===== src/rtl/weight_fetch_ctrl.sv =====
// Purpose : shares one combinational weight ROM between two requesters and
//           streams each accepted burst through a one-word output register.
// Latency : gnt/rom_en one cycle after the request is sampled; first w_valid one cycle later.
// Backpres: w_ready=0 with a word held stalls ROM reads in the same cycle; nothing dropped.
//
// Ports:
//   clk, rst            clock, synchronous active-high reset
//   req0/1, base0/1,    burst requests (sampled in IDLE only); len==0 is ignored
//   len0/1
//   gnt                 one-hot pulse in the first READ cycle of an accepted burst
//   rom_addr, rom_en,   ROM read port; rom_data is valid in the same cycle as rom_en
//   rom_data
//   w_data, w_valid,    valid/ready word stream to the burst owner, w_last on final word
//   w_ready, w_last
//   w_owner, busy       owner of the current burst, burst in progress
//
// Build option: define WFC_ROUND_ROBIN_EN for round-robin arbitration on a tie;
// otherwise requester 0 has fixed priority and the pointer logic is absent.

module weight_fetch_ctrl #(
    parameter int ADDR_W = 8,
    parameter int DATA_W = 8,
    parameter int LEN_W  = 5
) (
    input  logic              clk,
    input  logic              rst,
    input  logic              req0,
    input  logic              req1,
    input  logic [ADDR_W-1:0] base0,
    input  logic [ADDR_W-1:0] base1,
    input  logic [LEN_W-1:0]  len0,
    input  logic [LEN_W-1:0]  len1,
    output logic [1:0]        gnt,
    output logic [ADDR_W-1:0] rom_addr,
    output logic              rom_en,
    input  logic [DATA_W-1:0] rom_data,
    output logic [DATA_W-1:0] w_data,
    output logic              w_valid,
    input  logic              w_ready,
    output logic              w_last,
    output logic              w_owner,
    output logic              busy
);

    typedef enum logic [1:0] {
        IDLE  = 2'd0,
        READ  = 2'd1,
        DRAIN = 2'd2
    } state_t;

    state_t state, state_nxt;

    logic [ADDR_W-1:0] cur_addr;
    logic [LEN_W-1:0]  remaining;
    logic              first_cyc;   // marks the first READ cycle, drives the gnt pulse

    logic elig0, elig1, any_elig, accept, win;
    logic out_fire, last_read;

    assign elig0    = req0 && (len0 != '0);
    assign elig1    = req1 && (len1 != '0);
    assign any_elig = elig0 || elig1;
    assign accept   = (state == IDLE) && any_elig;
    assign out_fire = w_valid && w_ready;
    assign last_read = (remaining == LEN_W'(1));

    // ------------------------------------------------------------------
    // Arbitration
    // ------------------------------------------------------------------
`ifdef WFC_ROUND_ROBIN_EN
    // Index of the requester granted most recently; reset value of 1 means
    // requester 0 wins the first tie after reset.
    logic last_gnt;

    always_comb begin
        win = 1'b0;
        if (elig0 && elig1) begin
            win = ~last_gnt;
        end else begin
            win = elig1;
        end
    end

    always_ff @(posedge clk) begin
        if (rst) begin
            last_gnt <= 1'b1;
        end else if (accept) begin
            last_gnt <= win;
        end
    end
`else
    // Fixed priority: requester 1 only wins when requester 0 is not eligible.
    always_comb begin
        win = elig1 && !elig0;
    end
`endif

    // ------------------------------------------------------------------
    // FSM: state register
    // ------------------------------------------------------------------
    always_ff @(posedge clk) begin
        if (rst) begin
            state <= IDLE;
        end else begin
            state <= state_nxt;
        end
    end

    // ------------------------------------------------------------------
    // FSM: next state and ROM-side outputs
    // ------------------------------------------------------------------
    always_comb begin
        state_nxt = state;
        rom_en    = 1'b0;
        gnt       = 2'b00;
        case (state)
            IDLE: begin
                if (any_elig) begin
                    state_nxt = READ;
                end
            end
            READ: begin
                // A read may proceed when the output register is empty or is
                // being emptied on this same edge.
                rom_en = !w_valid || w_ready;
                if (first_cyc) begin
                    gnt = w_owner ? 2'b10 : 2'b01;
                end
                if (rom_en && last_read) begin
                    state_nxt = DRAIN;
                end
            end
            DRAIN: begin
                if (out_fire) begin
                    state_nxt = IDLE;
                end
            end
            default: begin
                state_nxt = IDLE;
            end
        endcase
    end

    assign rom_addr = cur_addr;
    assign busy     = (state != IDLE);

    // ------------------------------------------------------------------
    // Burst bookkeeping and output register
    // ------------------------------------------------------------------
    always_ff @(posedge clk) begin
        if (rst) begin
            cur_addr  <= '0;
            remaining <= '0;
            w_owner   <= 1'b0;
            first_cyc <= 1'b0;
            w_data    <= '0;
            w_valid   <= 1'b0;
            w_last    <= 1'b0;
        end else begin
            first_cyc <= 1'b0;

            if (accept) begin
                cur_addr  <= win ? base1 : base0;
                remaining <= win ? len1 : len0;
                w_owner   <= win;
                first_cyc <= 1'b1;
            end

            if (rom_en) begin
                // Refill on the same edge a held word leaves keeps one word/cycle.
                w_data    <= rom_data;
                w_valid   <= 1'b1;
                w_last    <= last_read;
                cur_addr  <= cur_addr + ADDR_W'(1);
                remaining <= remaining - LEN_W'(1);
            end else if (out_fire) begin
                w_valid <= 1'b0;
                w_last  <= 1'b0;
            end
        end
    end

endmodule


===== config.mk =====
export PLATFORM = sky130hd
export DESIGN_NAME = weight_fetch_ctrl
export DESIGN_NICKNAME = d
export VERILOG_FILES = /design/src/rtl/weight_fetch_ctrl.sv
export SDC_FILE = /design/constraint.sdc
export NUM_CORES = 1
export LEC_CHECK = 0
export ABC_AREA = 0
export BUFFER_PORTS_ARGS = -buffer_cell sky130_fd_sc_hd__buf_2
export CORE_UTILIZATION = 25
export CTS_BUF_LIST = sky130_fd_sc_hd__clkbuf_16
export CTS_CLUSTER_DIAMETER = 60
export CTS_CLUSTER_SIZE = 16
export DETAILED_ROUTE_END_ITERATION = 8
export SETUP_SLACK_MARGIN = 0.2
export SLEW_MARGIN = 40
export SYNTH_ARGS = -nofsm -noshare
export SYNTH_HDL_FRONTEND = slang
export SYNTH_SLANG_ARGS = --single-unit

===== constraint.sdc =====
create_clock -name clk -period 2 [get_ports clk]
set_input_delay 0.4 -clock clk [delete_from_list [all_inputs] [get_ports clk]]
set_output_delay 0.4 -clock clk [all_outputs]
set_load 0.005 [all_outputs]

# Yosys cells after proc, flatten, opt, wreduce, memory -nomap -nowiden
# Index checks and enable logic that the tools add are counted.
# classes
n_reduce_logical	17
mux	18
eq_ne	6
n_addsub	2
# op_table
cell	count
$mux 8	3
$mux 5	3
$mux 2	6
$reduce_bool 5->1	2
$add 8x1->8 const B	1
$logic_and 1x1->1	6
$ne 2x2->1 const B	3
$pmux 2 s3	1
$reduce_bool 2->1	3
$eq 5x1->1 const B	1
$mux 1	5
$sub 5x1->5 const B	1
$reduce_and 3->1	1
$eq 2x1->1 const B	1
$eq 2x2->1 const B	1
$logic_not 1->1	2
$logic_not 2->1	1
$logic_or 1x1->1	2
# totals
output_inout_bits	23
elab_cells	51
input_bits	39
register_bits	27

# Depth between registers and ports, before layout
# Gate-level depths: netlist (run 1).
# logic_depth
word_depth	7
ltp_mapped	8
ltp_nobuf	6

# Worst setup path after synthesis (run 1)
# OpenSTA, ideal clock, no wires.
# synth_path
path_type	in2reg
startpoint	input port len0[0]
endpoint	register remaining[1]
required_time_ns	1.869
arrival_time_ns	1.765
setup_time_ns	0.131
cell_stages	5
path_slack_ns	0.104
n_path_buf	0
cell_sequence	or4_4 -> o21a_1 -> or3_1 -> a21oi_1 -> a211oi_1
# synth_via
elab_chain_cells	7
word_cells_on_any_way	10
cone_classes	mux (3); reduce/logical (7)
# synth_rtl
element	line_no	text
start, declared	31	input logic [LEN_W-1:0] len0,
$reduce_bool 5->1 (*)	60	assign elig0 = req0 && (len0 != '0);
$logic_and 1x1->1 (*)	60	
$logic_not 1->1	94	win = elig1 && !elig0;
$logic_and 1x1->1	94	
$mux 5	164	remaining <= win ? len1 : len0;
$mux 5	162	if (accept) begin
$mux 5	169	if (rom_en) begin
end signal, assigned	164	
end signal, assigned	175	remaining <= remaining - LEN_W'(1);
end, declared	54	logic [LEN_W-1:0] remaining;
# Mark *: on every way between the ends. The rest lies on a longest branch, timed or not. The select of a mux whose other input is x is not followed.
# A chain may end at the register's enable or synchronous reset.

# Final worst setup path (run 1)
# layout_path
startpoint	register state[0]
endpoint	output port rom_en
# layout_via
elab_chain_cells	2
# layout_rtl
element	line_no	text
start, declared	51	state_t state, state_nxt;
start signal, assigned	105	state <= state_nxt;
$eq 2x1->1	116	case (state)
$mux 1	116	
end, declared	35	output logic rom_en,
# No other way between the ends.

==> results of run 1 <==
[power by group]
group | switching (mW) | total [mW] | internal [mW]
Clock | 0.176 | 0.443 | 0.267
Combinational | 0.273 | 0.535 | 0.262
Sequential | 0.0579 | 0.664 | 0.606
Total | 0.507 | 1.64 | 1.14
[registers in the layout (all words and copies together) (netlist names)]
signal     cells
w_owner        1
state          2
remaining      5
w_last         1
w_valid        1
first_cyc      1
w_data         8
rom_addr       8
[worst paths after layout]
kind               startpoint      endpoint  cells after the start
hold reg to reg     w_data[2]     w_data[2]                      2
setup reg to reg     state[0]  remaining[4]                      7
hold / removal    rom_data[5]     w_data[5]                      3
setup / recovery     state[0]        rom_en                      5
[what timing repair did]
item,4_1_cts,5_1_grt
pin swaps,1,4
buffers inserted,2,1
endpoints found under the setup margin,5,11
gates resized for setup,2,11
[layout make-up]
| cell class | instances | area share, % |
|---|---|---|
| Timing Repair Buffer | 80 | 21.3 |
| Clock buffer | 3 | 3.52 |
| Inverter | 8 | 1.52 |
| Clock inverter | 1 | 0.176 |
| Multi-Input combinational cell | 149 | 43.7 |
| Sequential cell | 27 | 25.3 |
| Tap cell | 75 | 4.40 |
[worst reg2reg max path: stages, from the launching register on]
cell     delay (ns)
dfxtp_1        0.37
nor2b_1        0.21
nand2_1        0.14
inv_4          0.15
buf_4          0.16
nand3_1        0.09
or2_2          0.28
a31oi_1        0.18
[per-stage QoR]
step / TNS [ns] / utilization (%) / cells / hold slack, ns
floorplan: 0 / - / 193 / 0.453
global placement: -0.317 / 33.7 / 336 / 0.439
detailed placement: -0.625 / 33.7 / 336 / 0.445
CTS: 0 / 35.4 / 342 / 0.370
global route: 0 / 36.1 / 343 / 0.373
finish: 0 / 36.1 / 343 / 0.375
[layer usage]
| metal | routed length, um | vias to the layer above |
|---|---|---|
| met3 | 126 | 2 |
| met1 | 2000 | 795 |
| met2 | 2180 | 26 |
| li1 | - | 844 |
| met4 | 16 | 0 |
| met5 | 0 | - |
[logic make-up after synthesis]
kind of cell	Yosys count
AND/OR/NAND/NOR	84
AO/OA/AOI/OAI	60
flip-flops	27
buffers and inverters	17
adder cells (fa/ha/maj)	3
XOR/XNOR	2
[placed cells by master, fill, tap and decap left out, drive strengths merged, types with 2 or more instances in the layout]
master  instances
nor2b           2
nor4            2
o211a           2
nand2b          5
a32o            2
or3             4
nand3b          3
and2            2
inv             9
nand2          35
o21ai           9
ha              3
and3            4
xor2            2
a22oi           2
a221oi          2
clkbuf          3
buf            80
o22ai           2
a21oi          21
nand3          10
o21a            3
nor2           10
nor3            2
dfxtp          27
a21o            5
a31oi           6
or4             2
==> results.py, run 1 <==
metrics = {
    "outcome": {
        "outcome": "finished clean",
    },
    "setup_path": {
        "worst_setup_path_end_kind": "output port",
        "crit_fanout": 10,
        "critPathLaunchType": "register",
        "worst_path_max_delay_cell": "dfxtp_1",
        "worstPathBufferInverterCount": 3,
        "critPathArrivalTime_ns": 1.40,
        "path_delay_family": "buffers and inverters",
        "rrSetupSlack_ns": 0.35,
        "criticalPathCategory": "register to output port",
        "cp_data_required_time_ns": 1.60,
        "path_cells": "nor2b_1, nand2_1, inv_4, buf_6, buf_2",
        "max_stage_delay_ns": 0.37,
    },
    "sta": {
        "hold_viol": 0,
        "max_slew_margin_pct": 65.9,
        "setup_viol": 0,
        "finalCritPeriodShare_pct": 90.2,
        "max_freq_mhz": 554,
        "tightest_slew_ns": 0.511,
        "grt_setup_unrepaired": "true",
        "fin_ws_ns": 0.196,
        "fin_crit_ns": 1.80,
        "fin_worst_skew_ns": 0.00151,
        "report.final.slew_viol_count": 0,
    },
    "placed_design": {
        "place_congestion": 0.790,
        "hpwlAfterDp_um": 3230,
        "place_ws_ns": -0.113,
        "place_area_mm2": 0.00200,
        "io_buffers": 61,
    },
    "die": {
        "std_cell_rows": 28,
        "start_util_pct": 25.9,
        "chipHeight_um": 80.3,
        "ios": 62,
        "die-area_mm2": 0.00645,
        "core_area_mm2": 0.00592,
        "die_w_um": 80.3,
    },
    "clock_tree": {
        "cts_sinks": 27,
        "insertion_delay_ns": 0.25,
        "cts_made_buffers": 3,
        "htree_levels": 1,
        "max-clock-path-buffers": 2,
        "tritoncts": "done",
        "hold_buffers": 0,
        "clk_pin_slew_ns": 0.06,
        "cts-root-buf": "clkbuf_16",
    },
    "drt": {
        "postRouteAntennaNets": 0,
        "drt-pass1-iter-count": 4,
        "drt_iter0_drc": 50,
        "wl_um": 4320,
        "viasPerCell": 4.86,
        "num_vias": 1667,
        "routedWlPerCell_um": 12.6,
        "route.detailed.drc": 0,
    },
    "layout": {
        "synthToLayoutAreaGrowth_pct": 39.3,
        "multi_input_area_um2": 933,
        "post-route-cell-area_mm2": 0.00213,
        "fillerInstances": 618,
        "nets": 311,
        "insertedDiodeCount": 0,
        "drive_above_1_share_pct": 36.6,
        "seqCellArea_um2": 541,
    },
    "synth": {
        "synth-edff-count": 0,
        "synth_top_area_share_pct": 35.3,
        "ys_warn_count": 0,
        "synth.largest_area_cell": "dfxtp_1",
        "muxShareOfSynthArea_pct": 0,
        "synth_top_family_by_area": "simple AND/OR/NAND/NOR gates",
        "synth_nets": 235,
        "ys.flop_type": "dfxtp_1",
        "synthTopCellsByArea": "dfxtp_1, nand2_1, a21oi_1",
        "ys_seq_area_share_pct": 35.3,
        "syn_avg_cell_area_um2": 7.94,
        "synthAdderAreaFrac_pct": 2.45,
        "ys_types": 46,
        "yosys.area_share.simple_pct": 28.5,
        "synthesis.area_mm2": 0.00153,
        "synthTopCellsByCount": "nand2_1, dfxtp_1, a21oi_1",
        "synth-seq-cells": 27,
        "synth-xor-area-share_pct": 1.14,
        "synth_compound_area_share_pct": 26.3,
        "synthCells": 193,
        "yosys.cell_count.top_type": "nand2_1",
        "synthArstFlopShare_pct": 0,
    },
    "power": {
        "vdd_drop_max_uv": 383,
        "report.power.total_mw": 1.64,
        "p_leak_nw": 0.956,
        "power.density_mw_per_mm2": 769,
    },
    "job": {
        "max_cap_violations": 0,
    },
    "global_route": {
        "antenna_found_initial": 0,
        "grt_max_degree": 28,
        "met3_usage_pct": 3.18,
        "first_global_vias": 1488,
        "gr-total-overflow": 0,
        "grt_usage_pct": 13.8,
        "met1_usage_pct": 17.4,
        "grt_pass1_wl_um": 6900,
        "busiest_layer": "met2",
        "grt_use_met2_pct": 24.4,
    },
    "min_path": {
        "hold_class": "primary input to register",
    },
}
(Power assumes the default switching activity.)
==> run 2: changes to the inputs <==
PLACE_DENSITY_LB_ADDON = 0.05   (was default)
==> run 2 against run 1 <==
  * Critical path type is now primary input to register
  * Clock-buffer cell count stayed put
  * Final cell count is 0.87% lower
  * Via count is 2.1% lower
  * Largest cell class unchanged
  * Routed wire length is 4.7% higher
  * Die area stayed put
  * Critical endpoint is now remaining[2]
==> results.py, run 2 (synthesis results as in run 1) <==
metrics = {
    "global_route": {
        "grt_usage_pct": 14.9,
        "grt_max_degree": 28,
        "antenna_found_initial": 0,
        "first_global_vias": 1566,
        "grt_pass1_wl_um": 7470,
        "gr-total-overflow": 0,
    },
    "layout": {
        "insertedDiodeCount": 0,
        "nets": 308,
        "final_common_cell": "buf_2",
        "fillerInstances": 651,
        "synthToLayoutAreaGrowth_pct": 35.8,
        "final_cell_mix": "buf_2, nand2_1, dfxtp_1",
        "drive_above_1_share_pct": 35.1,
    },
    "clock_tree": {
        "cts-root-buf": "clkbuf_16",
        "cts_made_buffers": 3,
        "tritoncts": "done",
        "clk_pin_slew_ns": 0.07,
        "htree_levels": 1,
        "cts_sinks": 27,
        "max-clock-path-buffers": 2,
        "insertion_delay_ns": 0.26,
    },
    "die": {
        "chipHeight_um": 80.3,
        "ios": 62,
        "core_area_mm2": 0.00592,
        "std_cell_rows": 28,
        "start_util_pct": 25.9,
        "die-area_mm2": 0.00645,
        "die_w_um": 80.3,
    },
    "setup_path": {
        "max_stage_delay_ns": 0.55,
        "cp_data_required_time_ns": 2.12,
        "worst_path_max_delay_cell": "or4_4",
        "worst_setup_path_end_kind": "register",
        "crit_fanout": 8,
        "critPathArrivalTime_ns": 1.90,
        "criticalPathCategory": "primary input to register",
        "path_cells": "buf_2, or4_4, o211a_1, nor2_4, a32o_1, a21oi_1",
        "critPathLaunchType": "primary input",
    },
    "drt": {
        "postRouteAntennaNets": 0,
        "met2WireLength_um": 2230,
        "routedWlPerCell_um": 13.3,
        "drt_iter0_drc": 36,
        "highest_layer": "met4",
        "route.detailed.drc": 0,
        "drt-pass1-iter-count": 4,
        "met1_length_um": 2170,
        "viasPerCell": 4.80,
        "num_vias": 1632,
        "wl_um": 4530,
        "routed-wl-met3_um": 93,
    },
    "placed_design": {
        "place_congestion": 0.757,
        "hpwlAfterDp_um": 3440,
        "io_buffers": 61,
        "place_ws_ns": -0.0718,
    },
    "sta": {
        "finalCritPeriodShare_pct": 89.1,
        "hold_viol": 0,
        "setup_viol": 0,
        "fin_ws_ns": 0.218,
        "tightest_slew_ns": 0.538,
        "grt_setup_unrepaired": "true",
        "fin_worst_skew_ns": 0.00545,
        "finalSetupTns_ns": 0,
        "report.final.slew_viol_count": 0,
        "max_freq_mhz": 561,
        "fin_crit_ns": 1.78,
        "max_slew_margin_pct": 64.1,
    },
    "outcome": {
        "outcome": "finished clean",
    },
    "power": {
        "power.density_mw_per_mm2": 783,
        "p_leak_nw": 0.940,
        "vdd_drop_max_uv": 349,
    },
    "job": {
        "max_cap_violations": 0,
    },
    "min_path": {
        "hold_class": "primary input to register",
    },
}
## run 2: changes by cell type in the layout (fill, tap and decap cells not counted), sizes merged
| cell | change |
|---|---|
| buf | -3 |
| clkinv | +1 |
| inv | -1 |
## run 2: power by group
part	switching (mW)	internal [mW]	leakage, nW
Clock	0.190	0.270	0.0409
Sequential	0.0584	0.606	0.223
Combinational	0.266	0.241	0.677
Total	0.514	1.12	0.940
## run 2: layout make-up
type	instances	area, um2	share of cell area, %
Multi-Input combinational cell	149	910	43.7
Sequential cell	27	541	26.0
Timing Repair Buffer	77	425	20.4
Tap cell	75	93.8	4.51
Clock buffer	3	75.1	3.61
Inverter	8	32.5	1.56
Clock inverter	1	5.00	0.240
## run 2: what timing repair did
action,4_1_cts,5_1_grt
setup endpoints to repair,1,11
hold buffers,0,0
buffers inserted,0,1
resized for setup,2,3
pin swaps,0,1
## run 2: path summary, 6_finish.rpt
| kind | cells after the start | to | startpoint | slack, ns |
|---|---|---|---|---|
| worst max register to register | 5 | remaining[3] | state[1] | 0.32 |
| worst max-delay path | 6 | remaining[2] | len1[0] | 0.22 |
| worst min-delay path | 3 | w_data[6] | rom_data[6] | 0.37 |
| worst min register to register | 2 | w_data[5] | w_data[5] | 0.45 |
## run 2: per-stage QoR
stage	std cells	utilization, %	power, mW	hold WS [ns]	cell area (um2)
global route	340	35.2	1.75	0.376	2080
global placement	335	33.6	1.19	0.441	1990
floorplan	193	-	0.962	0.453	1550
finish	340	35.2	1.63	0.369	2080
detailed placement	335	33.6	1.18	0.446	1990
CTS	339	35.0	1.66	0.365	2070
## run 2: metal layers
| layer | track usage [%] | vias up |
|---|---|---|
| li1 | - | 837 |
| met1 | 18.3 | 773 |
| met2 | 26.7 | 18 |
| met3 | 3.07 | 4 |
| met4 | 2.68 | 0 |
| met5 | 0 | - |
## run 2: critical path, delay by kind of cell
family,cells,cell delay (ns)
compound gates,3,0.61
buf+inv,1,0.10
simple gates,2,0.79
==> run 3: changes to the inputs <==
CORE_UTILIZATION = 48   (was 25)
==> run 3 against run 2 <==
  * Utilization up 31 points
  * Non-clock buffer count shrank 3
  * Largest power group unchanged
  * Sequential power hardly changed
  * First-iteration DRC count rose by 120%
  * Total power is 1.6% lower
  * Critical path type unchanged
  * Clock-buffer cell count unchanged
  * Die area decreased by 47%
  * Design area down 2.3%
  * Register-to-register slack better by 0.05 ns
  * Routed wire length down 15%
==> results.py, run 3 (synthesis results as in run 1) <==
metrics = {
    "layout": {
        "multi_input_area_um2": 923,
        "nets": 305,
        "drive_above_1_share_pct": 35.1,
        "insertedDiodeCount": 0,
        "seqCellArea_um2": 541,
        "fin_util_pct": 66.6,
        "finalNonFillerCells": 306,
        "synthToLayoutAreaGrowth_pct": 32.7,
        "post-route-cell-area_mm2": 0.00203,
        "final_common_cell": "buf_2",
        "fillerInstances": 298,
        "final_cell_mix": "buf_2, nand2_1, dfxtp_1",
    },
    "power": {
        "report.power.total_mw": 1.60,
        "combPwrFrac_pct": 31.0,
        "power.density_mw_per_mm2": 789,
        "p_leak_nw": 0.924,
        "power_frac_clock_pct": 27.6,
        "intPower_mw": 1.11,
        "vdd_drop_max_uv": 740,
        "switching_power_mw": 0.492,
        "sw_frac_of_total_pct": 30.7,
        "power_frac_seq_pct": 41.4,
    },
    "placed_design": {
        "place_area_mm2": 0.00192,
        "place_congestion": 0.767,
        "hpwlAfterDp_um": 2810,
        "place_ws_ns": -0.0674,
        "io_buffers": 61,
        "placedCellCount": 300,
    },
    "die": {
        "chipHeight_um": 58.5,
        "std_cell_rows": 20,
        "start_util_pct": 50.2,
        "ios": 62,
        "core_area_mm2": 0.00305,
        "die_w_um": 58.5,
        "die-area_mm2": 0.00342,
    },
    "sta": {
        "fin_ws_ns": 0.246,
        "setup_viol": 0,
        "fin_crit_ns": 1.75,
        "hold_viol": 0,
        "max_freq_mhz": 570,
        "max_slew_margin_pct": 55.5,
        "finalCritPeriodShare_pct": 87.7,
        "report.final.slew_viol_count": 0,
        "fin_worst_skew_ns": 0.00159,
        "tightest_slew_ns": 0.658,
        "grt_setup_unrepaired": "true",
    },
    "clock_tree": {
        "cts_sinks": 27,
        "max-clock-path-buffers": 2,
        "clk_pin_slew_ns": 0.06,
        "htree_levels": 1,
        "cts_made_buffers": 3,
        "tritoncts": "done",
        "insertion_delay_ns": 0.26,
        "cts-root-buf": "clkbuf_16",
        "hold_buffers": 0,
    },
    "setup_path": {
        "critPathArrivalTime_ns": 1.94,
        "rrSetupSlack_ns": 0.37,
        "worst_path_max_delay_cell": "or4_4",
        "cp_data_required_time_ns": 2.18,
        "worstPathBufferInverterCount": 1,
        "worst_setup_path_end_kind": "register",
        "r2r_cells": 7,
        "path_cells": "buf_2, or4_4, o21ai_4, nand3_2, a311o_1, a31oi_1",
        "criticalPathCategory": "primary input to register",
        "max_stage_delay_ns": 0.57,
        "path_delay_family": "compound AO/OA/AOI/OAI gates",
        "critPathLaunchType": "primary input",
        "timing.rr.start": "state[0]",
        "r2r-end": "rom_addr[5]",
        "crit_fanout": 7,
        "crit_start": "len0[0]",
    },
    "global_route": {
        "grt_pass1_wl_um": 6130,
        "antenna_found_initial": 0,
        "first_global_vias": 1356,
        "gr-total-overflow": 0,
        "grt_max_degree": 28,
        "grt_usage_pct": 23.1,
    },
    "drt": {
        "drt-pass1-iter-count": 4,
        "postRouteAntennaNets": 0,
        "routedWlPerCell_um": 12.5,
        "viasPerCell": 5.28,
        "num_vias": 1616,
        "wl_um": 3840,
        "drt_iter0_drc": 79,
        "route.detailed.drc": 0,
    },
    "job": {
        "max_cap_violations": 0,
    },
    "min_path": {
        "hold_class": "primary input to register",
        "hold-path-cell-count": 3,
        "whs_endpoint": "w_data[0]",
        "hold_start": "rom_data[0]",
    },
    "outcome": {
        "outcome": "finished clean",
    },
}
-- run 3: changes by cell type in the layout (fill, tap and decap cells not counted), sizes merged --
cell    before  now
buf         77   74
clkinv       1    0
inv          8    9
-- run 3: worst max-delay path by stage --
stage	to	cells past startpoint
after floorplan	remaining[1]	5
after global placement	rom_addr[4]	6
after detailed placement	remaining[0]	6
after CTS	rom_en	5
after global routing	remaining[0]	7
final	rom_addr[4]	6
-- run 3: worst register-to-register path, cell delays in order, from the launching register on --
cell	delay (ns)
dfxtp_1	0.38
nor2b_2	0.17
nand2_1	0.12
inv_4	0.08
buf_4	0.16
and4_1	0.23
nor4_1	0.05
a2111oi_0	0.33
-- run 3: per-layer routing --
metal	track usage [%]	up-vias	part of all wire, %
met5	0	-	0
met4	1.02	0	0
met3	4.84	0	3.6
met2	39.7	41	49
met1	31.5	745	48
li1	-	830	-
-- run 3: final cells by class --
type,instances,share of cell area (%)
clock buffers,3,3.69
clock inverters,1,0.185
inverters,8,1.60
multi-input cells,149,45.4
flip-flops and latches,27,26.6
well taps,44,2.71
repair buffers,74,19.8
-- run 3: per-stage QoR --
| step | setup TNS, ns | hold WS, ns |
|---|---|---|
| 4_1_cts | 0 | 0.374 |
| 6_report | 0 | 0.377 |
| 5_1_grt | 0 | 0.367 |
| 3_5_place_dp | -0.380 | 0.447 |
| 3_3_place_gp | -0.162 | 0.441 |
| 2_1_floorplan | 0 | 0.453 |
-- run 3: power groups by stage --
stage	Sequential (mW)	Combinational (mW)	Clock, mW
floorplan	0.668	0.294	0
finish	0.665	0.498	0.443
global route	0.674	0.553	0.476
CTS	0.663	0.483	0.447
global placement	0.674	0.470	0
detailed placement	0.674	0.474	0
-- run 3: repair_timing --
action,in CTS,in global routing
setup endpoints to repair,2,8
pin swaps,1,0
buffers inserted,1,1
gates resized for setup,1,5
